--- src/rtl/seq_chunk_adder.sv ---
// Multi-cycle WIDTH-bit adder: CHUNK bits per cycle with a registered inter-chunk carry.
// Optional subtract mode is enabled by defining SEQ_CHUNK_ADDER_SUB_EN (adds port sub).
module seq_chunk_adder #(
  parameter int WIDTH = 32,
  parameter int CHUNK = 8
) (
  input  logic             clk,
  input  logic             rst_n,
  input  logic             in_valid,
  output logic             in_ready,
  input  logic [WIDTH-1:0] a,
  input  logic [WIDTH-1:0] b,
  input  logic             cin,
`ifdef SEQ_CHUNK_ADDER_SUB_EN
  input  logic             sub,
`endif
  output logic             out_valid,
  input  logic             out_ready,
  output logic [WIDTH-1:0] sum,
  output logic             cout,
  output logic             ovf
);
  localparam int NCHUNK = WIDTH / CHUNK;
  localparam int CW     = (NCHUNK > 1) ? $clog2(NCHUNK) : 1;

  typedef enum logic [1:0] {IDLE, RUN, DONE} state_t;
  state_t state, state_nxt;

  logic [NCHUNK-1:0][CHUNK-1:0] a_r, b_r, sum_r;
  logic [CW-1:0]                cnt;
  logic                         carry, cout_r, ovf_r;
  logic                         sub_i, accept, last;
  logic [CHUNK:0]               csum;

`ifdef SEQ_CHUNK_ADDER_SUB_EN
  assign sub_i = sub;
`else
  assign sub_i = 1'b0;
`endif

  assign accept = in_valid & in_ready;
  assign last   = (cnt == CW'(NCHUNK - 1));
  assign csum   = {1'b0, a_r[cnt]} + {1'b0, b_r[cnt]} + {{CHUNK{1'b0}}, carry};

  // state register
  always_ff @(posedge clk or negedge rst_n) begin
    if (!rst_n) state <= IDLE;
    else        state <= state_nxt;
  end

  // next state
  always_comb begin
    state_nxt = state;
    case (state)
      IDLE:    if (accept) state_nxt = RUN;
      RUN:     if (last)   state_nxt = DONE;
      DONE:    if (out_ready) state_nxt = accept ? RUN : IDLE;
      default: state_nxt = IDLE;
    endcase
  end

  // outputs; in_ready in DONE follows out_ready so a drain and a new accept share one edge
  always_comb begin
    in_ready  = 1'b0;
    out_valid = 1'b0;
    case (state)
      IDLE:    in_ready  = 1'b1;
      DONE:    begin out_valid = 1'b1; in_ready = out_ready; end
      default: ;
    endcase
  end

  // datapath; sum/cout/ovf are written only in RUN so they hold through back-pressure
  always_ff @(posedge clk or negedge rst_n) begin
    if (!rst_n) begin
      a_r    <= '0;
      b_r    <= '0;
      sum_r  <= '0;
      cnt    <= '0;
      carry  <= 1'b0;
      cout_r <= 1'b0;
      ovf_r  <= 1'b0;
    end else if (accept) begin
      a_r   <= a;
      b_r   <= sub_i ? ~b : b;
      carry <= sub_i ? 1'b1 : cin;
      cnt   <= '0;
    end else if (state == RUN) begin
      sum_r[cnt] <= csum[CHUNK-1:0];
      carry      <= csum[CHUNK];
      cnt        <= cnt + CW'(1);
      if (last) begin
        cout_r <= csum[CHUNK];
        ovf_r  <= (a_r[NCHUNK-1][CHUNK-1] == b_r[NCHUNK-1][CHUNK-1]) &
                  (csum[CHUNK-1] != a_r[NCHUNK-1][CHUNK-1]);
      end
    end
  end

  assign sum  = sum_r;
  assign cout = cout_r;
  assign ovf  = ovf_r;
endmodule

--- config.mk ---
export PLATFORM = sky130hd
export DESIGN_NAME = seq_chunk_adder
export DESIGN_NICKNAME = d
export VERILOG_FILES = /design/src/rtl/seq_chunk_adder.sv
export SDC_FILE = /design/constraint.sdc
export NUM_CORES = 1
export LEC_CHECK = 0
export CAP_MARGIN = 20
export CORE_MARGIN = 2
export CORE_UTILIZATION = 49
export CTS_CLUSTER_DIAMETER = 60
export DETAILED_ROUTE_END_ITERATION = 16
export PLACE_DENSITY = 0.87
export SYNTH_ARGS = -nofsm -noshare
export SYNTH_HDL_FRONTEND = slang
export SYNTH_SLANG_ARGS = --single-unit
--- constraint.sdc ---
create_clock -name clk -period 8.8 [get_ports clk]
set_input_delay 1.76 -clock clk [delete_from_list [all_inputs] [get_ports clk]]
set_output_delay 1.76 -clock clk [all_outputs]
set_load 0.02 [all_outputs]
==> results.py, run 1 <==
metrics = {
    "synthesis": {
        "ys_ff_latch": 103,
        "synth_fp_nets": 564,
        "yosys-top-cells-area": "dfrtp_1 (55%), nand2_1 (18%), mux4_2 (7.7%)",
        "synth_enable_flop_cells": 0,
        "netlist_instances": 482,
        "synth_ff_type": "dfrtp_1",
        "yosys-top-cells-count": "nand2_1 (229), dfrtp_1 (103), o21ai_0 (25)",
        "yosys_warnings": 0,
        "async_flop_share_pct": 100,
        "synth.yosys.seq_area_share_pct": 54.9,
        "avgSynthCellArea_um2": 9.73,
        "yosysUniqueCellTypes": 35,
        "synth_top_area_share_pct": 54.9,
        "yosysMostFrequentCell": "nand2_1",
        "syn_area_mm2": 0.00469,
        "yosysTopAreaCell": "dfrtp_1",
    },
    "drt": {
        "drt-total-wl_mm": 10.7,
        "remaining_drc_errors": 0,
        "wl_per_cell_um": 15.1,
        "antenna_left": 0,
        "drt_pass1_iterations": 4,
        "viasPerCell": 5.25,
        "drt_iter0_drc": 151,
        "vias": 3726,
    },
    "cts": {
        "holdBufCountCts": 0,
        "clock_latency_ns": 0.37,
        "cts_resized": 0,
        "root_buffer": "clkbuf_8",
        "cts.sinks": 103,
        "cts_made_buffers": 9,
        "clkTransAtPathRegs_ns": 0.09,
        "cts.htree.levels": 3,
        "clockBufferDepth": 2,
        "post_cts_buffers": 0,
        "tritoncts": "yes",
    },
    "global_route": {
        "use_met2_pct": 36.6,
        "grt_max_degree": 68,
        "antenna_found_initial": 0,
        "grt_busiest_layer": "met2",
        "grtUsageTotal_pct": 21.7,
        "met3_usage_pct": 4.04,
        "grt_overflow": 0,
        "grt_pass1_wl_mm": 17.6,
        "grt_use_met1_pct": 28.7,
        "grt_pass1_vias": 3809,
    },
    "layout": {
        "area_growth_pct": 28.7,
        "fin_util_pct": 65.0,
        "regArea_mm2": 0.00258,
        "drive_above_1_share_pct": 8.43,
        "diodes": 0,
        "fillers": 760,
        "multi_input_area_mm2": 0.00200,
        "final_nets": 658,
        "stdcell_area_mm2": 0.00604,
    },
    "timing": {
        "timing.setup.tns_ns": 0,
        "slew_headroom_pct": 42.3,
        "min_period_ns": 5.03,
        "setup_ws_ns": 3.77,
        "hold-worst-slack_ns": 0.481,
        "clock_skew_ns": 0.0108,
        "max_freq_ghz": 0.199,
        "worst_slew_pin_slew_ns": 0.866,
        "finalSetupViolCount": 0,
        "finalCritPeriodShare_pct": 57.2,
        "final-max-slew-violation-count": 0,
        "hold_viol_final": 0,
        "rsz0062_at_grt": "false",
    },
    "critical_path": {
        "crit_fanout": 3,
        "cp.required_ns": 7.04,
        "critPathKind": "primary input to output pin",
        "path_common_cell": "clkdlybuf4s50_1",
        "worstSetupStartpoint": "out_ready",
        "crit_slowest_cell": "clkdlybuf4s50_1",
        "crit_arrival_ns": 3.27,
        "max_stage_delay_ns": 0.67,
        "crit_path_start_kind": "primary input",
        "cp_cell_sequence": "clkdlybuf4s50_1, inv_1, a21oi_1, clkdlybuf4s50_1",
        "worstReg2RegStart": "cnt[0]",
        "cp-end-kind": "output pin",
    },
    "run_status": {
        "status": "completed",
    },
    "floorplan": {
        "row_count": 35,
        "pin_count": 105,
        "die-area_mm2": 0.0104,
        "core_area_mm2": 0.00928,
        "fp.dieW_um": 102,
        "die_y_um": 102,
        "initial_utilization_pct": 50.5,
    },
    "placement": {
        "hpwlAfterDp_mm": 7.71,
        "place_area_mm2": 0.00581,
        "port_buffers": 104,
        "pre_cts_ws_ns": 3.78,
        "place_congestion": 0.796,
    },
    "pwr": {
        "p_comb_share_pct": 55.8,
        "p_seq_share_pct": 33.2,
        "p_int_mw": 1.43,
        "peakVddDrop_uv": 190,
        "p_per_area_mw_per_mm2": 425,
        "switching_share_pct": 44.2,
        "p_leak_nw": 2.86,
        "pwr-share-clk_pct": 11.0,
        "p_switching_mw": 1.13,
    },
    "flow_run": {
        "maxCapViolations": 0,
    },
    "worst_hold_path": {
        "worstHoldPathType": "register to register",
        "worstHoldStart": "a_r[25]",
    },
}
==> state kept, by name (all words and copies together), names as in the netlist <==
name and count:
a_r 32, b_r 32, sum 32, cnt 2, state 2, carry 1
cout 1, ovf 1
==> placed cells by master, fill, tap and decap left out, types with 4 or more instances in the layout <==
| cell | Yosys | final |
|---|---|---|
| a21oi_1 | 5 | 5 |
| clkbuf_8 | 0 | 10 |
| clkdlybuf4s50_1 | 0 | 103 |
| dfrtp_1 | 103 | 103 |
| ha_1 | 11 | 11 |
| inv_1 | 4 | 4 |
| mux2_2 | 8 | 8 |
| mux2i_1 | 4 | 4 |
| mux4_2 | 16 | 16 |
| nand2_1 | 229 | 228 |
| nor2_1 | 11 | 11 |
| nor3_1 | 7 | 7 |
| o21ai_0 | 25 | 25 |
==> metal layers <==
layer	vias up	share of wire [%]
li1	1770	-
met1	1821	42
met2	118	51
met3	17	5.1
met4	0	1.4
met5	-	0
==> cells by family after synthesis <==
kind of cell	after synthesis	synth area share (%)
AOI/OAI and AO/OA	47	6.19
DFF	103	54.9
muxes	28	10.5
xor gates and xnor gates	4	0.747
buffers and inverters	29	2.53
and+or+nand+nor	258	21.3
adders and majority gates	13	3.79
==> per-stage QoR <==
| step | instances | total power, mW |
|---|---|---|
| floorplan | 482 | 1.81 |
| global placement | 692 | 2.19 |
| detailed placement | 692 | 2.28 |
| CTS | 708 | 2.56 |
| global route | 710 | 2.77 |
| finish | 710 | 2.57 |
==> cell type report <==
| class | instances | share of cell area (%) |
|---|---|---|
| flip-flops and latches | 103 | 42.7 |
| multi-input cells | 350 | 33.1 |
| repair buffers | 108 | 18.1 |
| well taps | 129 | 2.67 |
| clock buffers | 10 | 2.28 |
| clock inverters | 6 | 0.871 |
| inverters | 4 | 0.249 |
==> worst max-delay path, delay by kind of cell <==
| kind | cells | cell delay, ns |
|---|---|---|
| AO/OA/AOI/OAI | 1 | 0.31 |
| buffers and inverters | 3 | 1.20 |
==> power by group through the flow <==
stage | clock network [mW] | logic [mW] | registers [mW]
floorplan | 0 | 0.915 | 0.894
CTS | 0.286 | 1.42 | 0.855
finish | 0.282 | 1.43 | 0.853
global placement | 0 | 1.35 | 0.846
detailed placement | 0 | 1.41 | 0.865
global route | 0.307 | 1.58 | 0.886
==> final timing paths <==
check | depth (start not counted) | endpoint | slack, ns
worst max-delay path | 4 | in_ready | 3.77
worst min-delay path | 2 | a_r[25] | 0.48
worst max register to register | 9 | cout | 4.87
worst min register to register | 2 | a_r[25] | 0.48
max in group asynchronous | 2 | b_r[30] | 6.30
min in group asynchronous | 1 | sum[17] | 1.39
(Power assumes the default switching activity.)
==> inputs of run 2 (changes only) <==
==> constraint.sdc (replaced) <==
create_clock -name clk -period 4.75 [get_ports clk]
set_input_delay 0.95 -clock clk [delete_from_list [all_inputs] [get_ports clk]]
set_output_delay 0.95 -clock clk [all_outputs]
set_load 0.02 [all_outputs]
==> run 2 against run 1 <==
Net effect:
- global-route usage about the same
- critical path depth increased by 4
- sequential power increased by 85%
- combinational power increased by 88%
- register-to-register slack got worse by 3.7 ns
- power increased by 90%
- via count decreased by 0.62%
- count of clock-buffer cells in the layout decreased by 1
- die area unchanged
- first-iteration DRC count increased by 34%
- utilization increased by 0.39 points
- largest power group unchanged
==> results.py, run 2 (same netlist as run 1, synthesis figures left out) <==
metrics = {
    "pwr": {
        "switching_share_pct": 43.7,
        "p_switching_mw": 2.13,
        "p_seq_share_pct": 32.4,
        "p_leak_nw": 2.88,
        "pwr-share-clk_pct": 12.6,
        "peakVddDrop_uv": 326,
        "p_comb_share_pct": 55.0,
        "p_per_area_mw_per_mm2": 804,
        "p_int_mw": 2.75,
    },
    "floorplan": {
        "core_area_mm2": 0.00928,
        "row_count": 35,
        "pin_count": 105,
        "fp.dieW_um": 102,
        "die_y_um": 102,
        "initial_utilization_pct": 50.5,
        "die-area_mm2": 0.0104,
    },
    "cts": {
        "clock_latency_ns": 0.36,
        "clkTransAtPathRegs_ns": 0.10,
        "cts_resized": 0,
        "tritoncts": "yes",
        "holdBufCountCts": 0,
        "post_cts_buffers": 0,
        "root_buffer": "clkbuf_8",
        "cts_made_buffers": 9,
        "clockBufferDepth": 2,
        "cts.sinks": 103,
        "cts.htree.levels": 3,
    },
    "timing": {
        "worst_slew_pin_slew_ns": 0.905,
        "clock_skew_ns": 0.0102,
        "rsz0062_at_grt": "false",
        "hold_viol_final": 0,
        "finalSetupViolCount": 0,
        "timing.setup.tns_ns": 0,
        "hold-worst-slack_ns": 0.482,
        "max_freq_ghz": 0.283,
        "final-max-slew-violation-count": 0,
        "min_period_ns": 3.54,
        "setup_ws_ns": 1.21,
        "finalCritPeriodShare_pct": 74.5,
        "slew_headroom_pct": 39.6,
    },
    "worst_hold_path": {
        "worstHoldStart": "b_r[16]",
        "holdPathEnd": "b_r[16]",
        "hold_depth": 2,
        "worstHoldPathType": "register to register",
    },
    "run_status": {
        "status": "completed",
    },
    "critical_path": {
        "cp.required_ns": 4.97,
        "regToRegEndpoint": "cout",
        "cp-end-kind": "register",
        "crit_fanout": 19,
        "critPathKind": "register to register",
        "r2r_cells": 8,
        "max_stage_delay_ns": 0.92,
        "crit_slowest_cell": "dfrtp_1",
        "crit_arrival_ns": 3.75,
        "cp_cell_sequence": "mux4_2, fa_1, fa_1, a21o_1, a21oi_1, o21ai_0, a221oi_1, o21ai_0",
        "critPathBufInv": 0,
        "path_delay_family": "compound AO/OA/AOI/OAI gates",
        "worstReg2RegStart": "cnt[1]",
        "crit_path_start_kind": "register",
        "reg2reg_slack_ns": 1.21,
    },
    "drt": {
        "viasPerCell": 5.22,
        "drt_iter0_drc": 202,
        "antenna_left": 0,
        "drt_pass1_iterations": 4,
        "vias": 3703,
        "wl_per_cell_um": 15.2,
        "drt-total-wl_mm": 10.8,
        "remaining_drc_errors": 0,
    },
    "layout": {
        "fin_util_pct": 65.4,
        "area_growth_pct": 29.4,
        "drive_above_1_share_pct": 8.43,
        "final_nets": 658,
        "diodes": 0,
        "fillers": 723,
        "regArea_mm2": 0.00258,
        "layout_common_cells": "nand2_1 (228), dfrtp_1 (103), clkdlybuf4s50_1 (103)",
        "mostFrequentLayoutCell": "nand2_1",
        "multi_input_area_mm2": 0.00200,
    },
    "global_route": {
        "grt_max_degree": 76,
        "grt_pass1_vias": 3690,
        "grt_overflow": 0,
        "grtUsageTotal_pct": 21.7,
        "grt_pass1_wl_mm": 17.6,
        "antenna_found_initial": 0,
    },
    "placement": {
        "port_buffers": 104,
        "place_congestion": 0.856,
        "pre_cts_ws_ns": 1.28,
        "hpwlAfterDp_mm": 7.60,
    },
    "flow_run": {
        "maxCapViolations": 0,
    },
}
## run 2: how the worst max path moves through the flow
stage	startpoint	endpoint	cells after the start
detailed placement	cnt[1]	cout	8
global placement	out_ready	in_ready	4
global route	cnt[1]	cout	8
CTS	cnt[1]	cout	8
finish	cnt[1]	cout	8
floorplan	cnt[0]	carry	10
## run 2: power by group through the flow
| stage | Sequential, mW | Combinational (mW) | Clock, mW |
|---|---|---|---|
| 2_1_floorplan | 1.66 | 1.70 | 0 |
| 3_3_place_gp | 1.57 | 2.51 | 0 |
| 3_5_place_dp | 1.59 | 2.63 | 0 |
| 4_1_cts | 1.58 | 2.66 | 0.621 |
| 5_1_grt | 1.63 | 2.95 | 0.659 |
| 6_report | 1.58 | 2.69 | 0.614 |
## run 2: stage by stage
step	total power, mW	instance area, um^2	std cells
3_3_place_gp	4.08	5810	692
4_1_cts	4.86	6030	708
5_1_grt	5.24	6070	710
2_1_floorplan	3.35	4690	482
6_report	4.88	6070	710
3_5_place_dp	4.22	5810	692
## run 2: worst min-delay path: cells and delay by family (launching register included)
kind / cells / cell delay, ns
DFF: 1 / 0.35
and+or+nand+nor: 2 / 0.10
## run 2: final cells by class
class	count	area share [%]
multi-input cells	350	32.9
clock buffers	9	2.04
well taps	129	2.66
clock inverters	7	1.69
repair buffers	108	18.0
inverters	4	0.247
flip-flops and latches	103	42.4
## run 2: metal layers
metal	up-vias	GRT usage, %	routed length (um)
li1	1768	-	-
met1	1813	29.6	4670
met2	108	36.7	5440
met3	14	3.01	543
met4	0	6.36	146
met5	-	0	0
==> inputs of run 3 (changes only) <==
--- a/config.mk
+++ b/config.mk
@@ -7,10 +7,10 @@
 export LEC_CHECK = 0
 export CAP_MARGIN = 20
 export CORE_MARGIN = 2
-export CORE_UTILIZATION = 49
+export CORE_UTILIZATION = 46
 export CTS_CLUSTER_DIAMETER = 60
 export DETAILED_ROUTE_END_ITERATION = 16
-export PLACE_DENSITY = 0.87
+export PLACE_DENSITY = 0.86
 export SYNTH_ARGS = -nofsm -noshare
 export SYNTH_HDL_FRONTEND = slang
 export SYNTH_SLANG_ARGS = --single-unit
==> constraint.sdc (replaced) <==
create_clock -name clk -period 2.8 [get_ports clk]
set_input_delay 0.56 -clock clk [delete_from_list [all_inputs] [get_ports clk]]
set_output_delay 0.56 -clock clk [all_outputs]
set_load 0.02 [all_outputs]
==> run 3 against run 2 <==
Net effect:
- flip-flop and latch count stayed put
- clock skew is 0.010 ns higher
- utilization is 2.7 points lower
- highest routed layer unchanged
- routed wire length is 4.4% higher
- first-iteration DRC count is 14% higher
- hold slack worse by 0.27 ns
- maximum frequency is 31% higher
- via count is 3.4% higher
==> results.py, run 3 (same netlist as run 1, synthesis figures left out) <==
metrics = {
    "run_status": {
        "status": "completed",
    },
    "timing": {
        "hold_viol_final": 0,
        "setup_ws_ns": 0.0973,
        "min_period_ns": 2.70,
        "rsz0062_at_grt": "true",
        "hold-worst-slack_ns": 0.211,
        "final-max-slew-violation-count": 0,
        "max_freq_ghz": 0.370,
        "worst_slew_pin_slew_ns": 0.648,
        "finalCritPeriodShare_pct": 96.5,
        "finalSetupViolCount": 0,
        "timing.setup.tns_ns": 0,
        "slew_headroom_pct": 56.8,
        "clock_skew_ns": 0.0203,
    },
    "placement": {
        "place_congestion": 0.922,
        "hpwlAfterDp_mm": 8.44,
        "pre_cts_ws_ns": 0.0630,
        "port_buffers": 104,
    },
    "critical_path": {
        "critPathKind": "register to register",
        "crit_path_start_kind": "register",
        "cp.required_ns": 3.04,
        "crit_arrival_ns": 2.94,
        "cp-end-kind": "register",
        "crit_fanout": 5,
    },
    "cts": {
        "clockBufferDepth": 2,
        "cts.sinks": 103,
        "tritoncts": "yes",
        "cts.htree.levels": 3,
        "root_buffer": "clkbuf_8",
        "clock_latency_ns": 0.37,
        "clkTransAtPathRegs_ns": 0.09,
        "cts_made_buffers": 9,
        "holdBufCountCts": 0,
    },
    "drt": {
        "drt-total-wl_mm": 11.3,
        "viasPerCell": 5.30,
        "remaining_drc_errors": 0,
        "wl_per_cell_um": 15.6,
        "antenna_left": 0,
        "drt_pass1_iterations": 5,
        "vias": 3829,
        "drt_iter0_drc": 230,
    },
    "layout": {
        "mostFrequentLayoutCell": "nand2_1",
        "area_growth_pct": 31.2,
        "fillers": 798,
        "final_nets": 667,
        "diodes": 0,
        "fin_util_pct": 62.7,
        "layout_common_cells": "nand2_1 (228), clkdlybuf4s50_1 (103), dfrtp_1 (102)",
        "drive_above_1_share_pct": 10.9,
    },
    "worst_hold_path": {
        "worstHoldPathType": "primary input to asynchronous set/reset pin",
    },
    "pwr": {
        "power.total_mw": 8.47,
        "peakVddDrop_uv": 555,
        "p_leak_nw": 2.91,
        "p_per_area_mw_per_mm2": 1380,
    },
    "floorplan": {
        "pin_count": 105,
        "fp.dieW_um": 105,
        "die_y_um": 105,
        "initial_utilization_pct": 47.8,
        "row_count": 36,
        "core_area_mm2": 0.00982,
        "die-area_mm2": 0.0110,
    },
    "flow_run": {
        "maxCapViolations": 0,
    },
    "global_route": {
        "grt_pass1_wl_mm": 18.5,
        "grt_pass1_vias": 3805,
        "grtUsageTotal_pct": 21.2,
        "grt_overflow": 0,
        "antenna_found_initial": 0,
        "grt_max_degree": 68,
    },
}
## run 3: where the power goes
part           total (mW)  internal, mW  switching, mW  leakage, nW
sequential           2.67          2.22          0.448         1.27
combinational        4.78          2.08           2.70         1.53
clock                1.02         0.523          0.499        0.101
## run 3: final timing paths
kind                            startpoint       to  slack (ns)  cells past startpoint
min in group clk                   a_r[17]  a_r[17]        0.48                      2
worst min register to register     a_r[17]  a_r[17]        0.48                      2
worst max-delay path                cnt[0]    carry         0.1                      8
worst min-delay path                 rst_n   sum[9]        0.21                      1
max in group asynchronous            rst_n  b_r[16]        1.88                      2
worst max register to register      cnt[0]    carry         0.1                      8
## run 3: cell type report
cell class	instances	area (um^2)	area share, %
Inverter	4	15.0	0.244
Clock buffer	10	138	2.24
Timing Repair Buffer	117	1150	18.7
Sequential cell	103	2580	41.9
Multi-Input combinational cell	350	2020	32.8
Tap cell	133	166	2.70
Clock inverter	5	82.6	1.34
## run 3: per-stage QoR
step           area (um^2)  cells
3_3_place_gp          5930    707
3_5_place_dp          5930    707
4_1_cts               6150    722
2_1_floorplan         4730    482
5_1_grt               6150    722
6_report              6150    722
## run 3: layer usage
layer / GRT usage (%) / routed length [um] / share of wire, %
met3: 3.68 / 680 / 6.0
met4: 8.38 / 325 / 2.9
met2: 34.4 / 5440 / 48
met5: 0 / 0 / 0
met1: 28.4 / 4830 / 43
## run 3: what timing repair did
item                       4_1_cts  5_1_grt
setup buffers                    0        0
setup endpoints to repair        0       12
resized for setup                0        2
## run 3: critical path, stage by stage, from the launching register on
cell      delay [ns]
dfrtp_2         0.43
mux4_2          0.53
fa_2            0.41
fa_2            0.36
a21o_1          0.18
a21oi_2         0.16
o21ai_2         0.10
a221oi_2        0.27
o211ai_1        0.13
==> variant (config.mk and constraints of run 2) <==
Build with the macro `SEQ_CHUNK_ADDER_SUB_EN` defined.
--- a/src/rtl/seq_chunk_adder.sv
+++ b/src/rtl/seq_chunk_adder.sv
@@ -1,5 +1,7 @@
 // Multi-cycle WIDTH-bit adder: CHUNK bits per cycle with a registered inter-chunk carry.
 // Optional subtract mode is enabled by defining SEQ_CHUNK_ADDER_SUB_EN (adds port sub).
+`define SEQ_CHUNK_ADDER_SUB_EN
+
 module seq_chunk_adder #(
   parameter int WIDTH = 32,
   parameter int CHUNK = 8
Interface: changed (added sub); port bits go from 105 to 106. No check against the original RTL was run, so the function may have changed too.
==> variant against run 2 <==
  * Wire length shrank 2.9%
  * Sequential cell count is the same
  * Setup slack gained 64 ps
  * Combinational power grew 8.2%
  * Power grew 4.5%
  * Design area grew 2.9%
  * Area after synthesis grew 4.6%
  * Clock power shrank 2%
  * Critical endpoint is now carry
  * Largest cell class unchanged
==> variant: results (changes against run 2) <==
outcome finished, final reports clean; Synth Net Count 502 (-11%); Total Nets Final 595 (-9.6%); critical path's largest stage delay 860 ps (-60 ps); Placer Congestion 0.796 (-6.9%); Post-CTS Setup Bufs 0 (unchanged); vias after detailed routing 3523 (-4.9%); share of post-route cells with drive strength above 1 15.3% (+6.8 points); drt wl/cell 16.1 um (+6.0%); worst hold stages 2 (unchanged); TritonCTS Buffers 9 (unchanged); Skew-Pair Late Insertion Delay 370 ps; met3 wire len 651 um (+20%); Fin Hold WS 486 ps (+4.64 ps); Setup Crit Path Kind reg -> reg; clock-pin slew on the worst setup and hold paths 90 ps; HP Class reg -> reg; CP Max Fanout 19 (unchanged); Setup TNS Final 0 ps (unchanged); FFs w/ async S/R, synth 100% (unchanged); DRT iter0 DRCs 207 (+2.5%); initial antenna violation count 0 (unchanged); Hold Startpoint cout; global-route usage over all layers 20.6% (-1.1 points); clk_skew 11.9 ps (+1.72 ps); H-Tree Depth 3 (unchanged); met1 Use GR 25.8% (-3.7 points); vias in the first global route 3651 (-1.1%); hpwl dp 7840 um (+3.2%); grt met2 use 34.4% (-2.3 points); synth unique cells 36 (+2.9%); grt peak-use layer met2; Hold Path Sink cout; Crit path max-delay family compound AO/OA/AOI/OAI gates; largest net degree at the start of global routing 71 (-6.6%); R2R setup slack 1280 ps (+60 ps); leakage dissipation 2.53 nW (-12%); M1 WL 4260 um (-8.7%); I/O Buffers 105 (+0.96%); Synth area leaders dfrtp_1, mux2_2, mux4_2, xnor2_1, a21oi_1; Worst EP arrival 3690 ps (-60 ps); most frequent cells after synthesis dfrtp_1, nor2_1, mux2_2; CTS Buffer Depth 2 (unchanged); first-pass GRT wire length 17700 um (+0.35%); Ys Warns 0 (unchanged); TritonRoute pass-1 iters 4 (unchanged); Peak VDD IR 0.000382 V (+17%); cell-internal power 2.93 mW (+6.5%); reg2reg end carry; worst reg2reg path depth 8 (unchanged); # resized after CTS 0 (unchanged); met2 wire length 5240 um (-3.7%); GRT met3 Usage 4.57% (+1.6 points); Slew HR 43.5% (+3.9 points); register area share after synthesis 52.5% (-2.4 points); crit path from cnt[1]
==> variant: cell count changes in the layout (fill, tap and decap cells not counted), moves of 2 or more <==
cell / run 2 / this run
nand2_1: 228 / 35
nor2_1: 11 / 46
a21oi_1: 5 / 38
xnor2_1: 3 / 36
mux2_2: 8 / 40
buf_12: 2 / 0
clkinvlp_4: 0 / 2
nand3_1: 3 / 1
==> variant: power groups by stage <==
stage	Clock, mW	Sequential (mW)	Combinational [mW]
5_1_grt	0.648	1.64	3.19
2_1_floorplan	0	1.67	1.91
3_3_place_gp	0	1.57	2.74
4_1_cts	0.609	1.59	2.91
6_report	0.601	1.59	2.91
3_5_place_dp	0	1.61	2.88
==> variant: layout make-up <==
class	count	area (um^2)
fillers	765	3480
flip-flops and latches	103	2580
multi-input cells	286	2200
repair buffers	108	1070
well taps	133	166
clock buffers	10	128
clock inverters	6	92.6
inverters	4	15.0
==> variant: kinds of logic after synthesis <==
family	count (synthesis)	share of synthesized area, %
flip-flops	103	52.5
AND/OR/NAND/NOR	97	8.03
multiplexers	60	17.3
XOR/XNOR	37	6.60
AO/OA/AOI/OAI	79	9.20
buffers and inverters	30	2.70
adder cells (fa/ha/maj)	13	3.62
==> variant: metrics by stage <==
| step | instance area, um^2 | std cells | worst slack (ps) |
|---|---|---|---|
| after global routing | 6250 | 650 | 1000 |
| after global placement | 6030 | 634 | 1400 |
| after detailed placement | 6030 | 634 | 1280 |
| after floorplan | 4910 | 419 | 1300 |
| final | 6250 | 650 | 1280 |
| after CTS | 6250 | 650 | 1260 |
==> variant: worst register-to-register path, delay by kind of cell, from the launching register on <==
family | cells | cell delay (ps)
AOI/OAI and AO/OA | 5 | 1120
adders and majority gates | 2 | 910
DFF | 1 | 860
muxes | 1 | 440
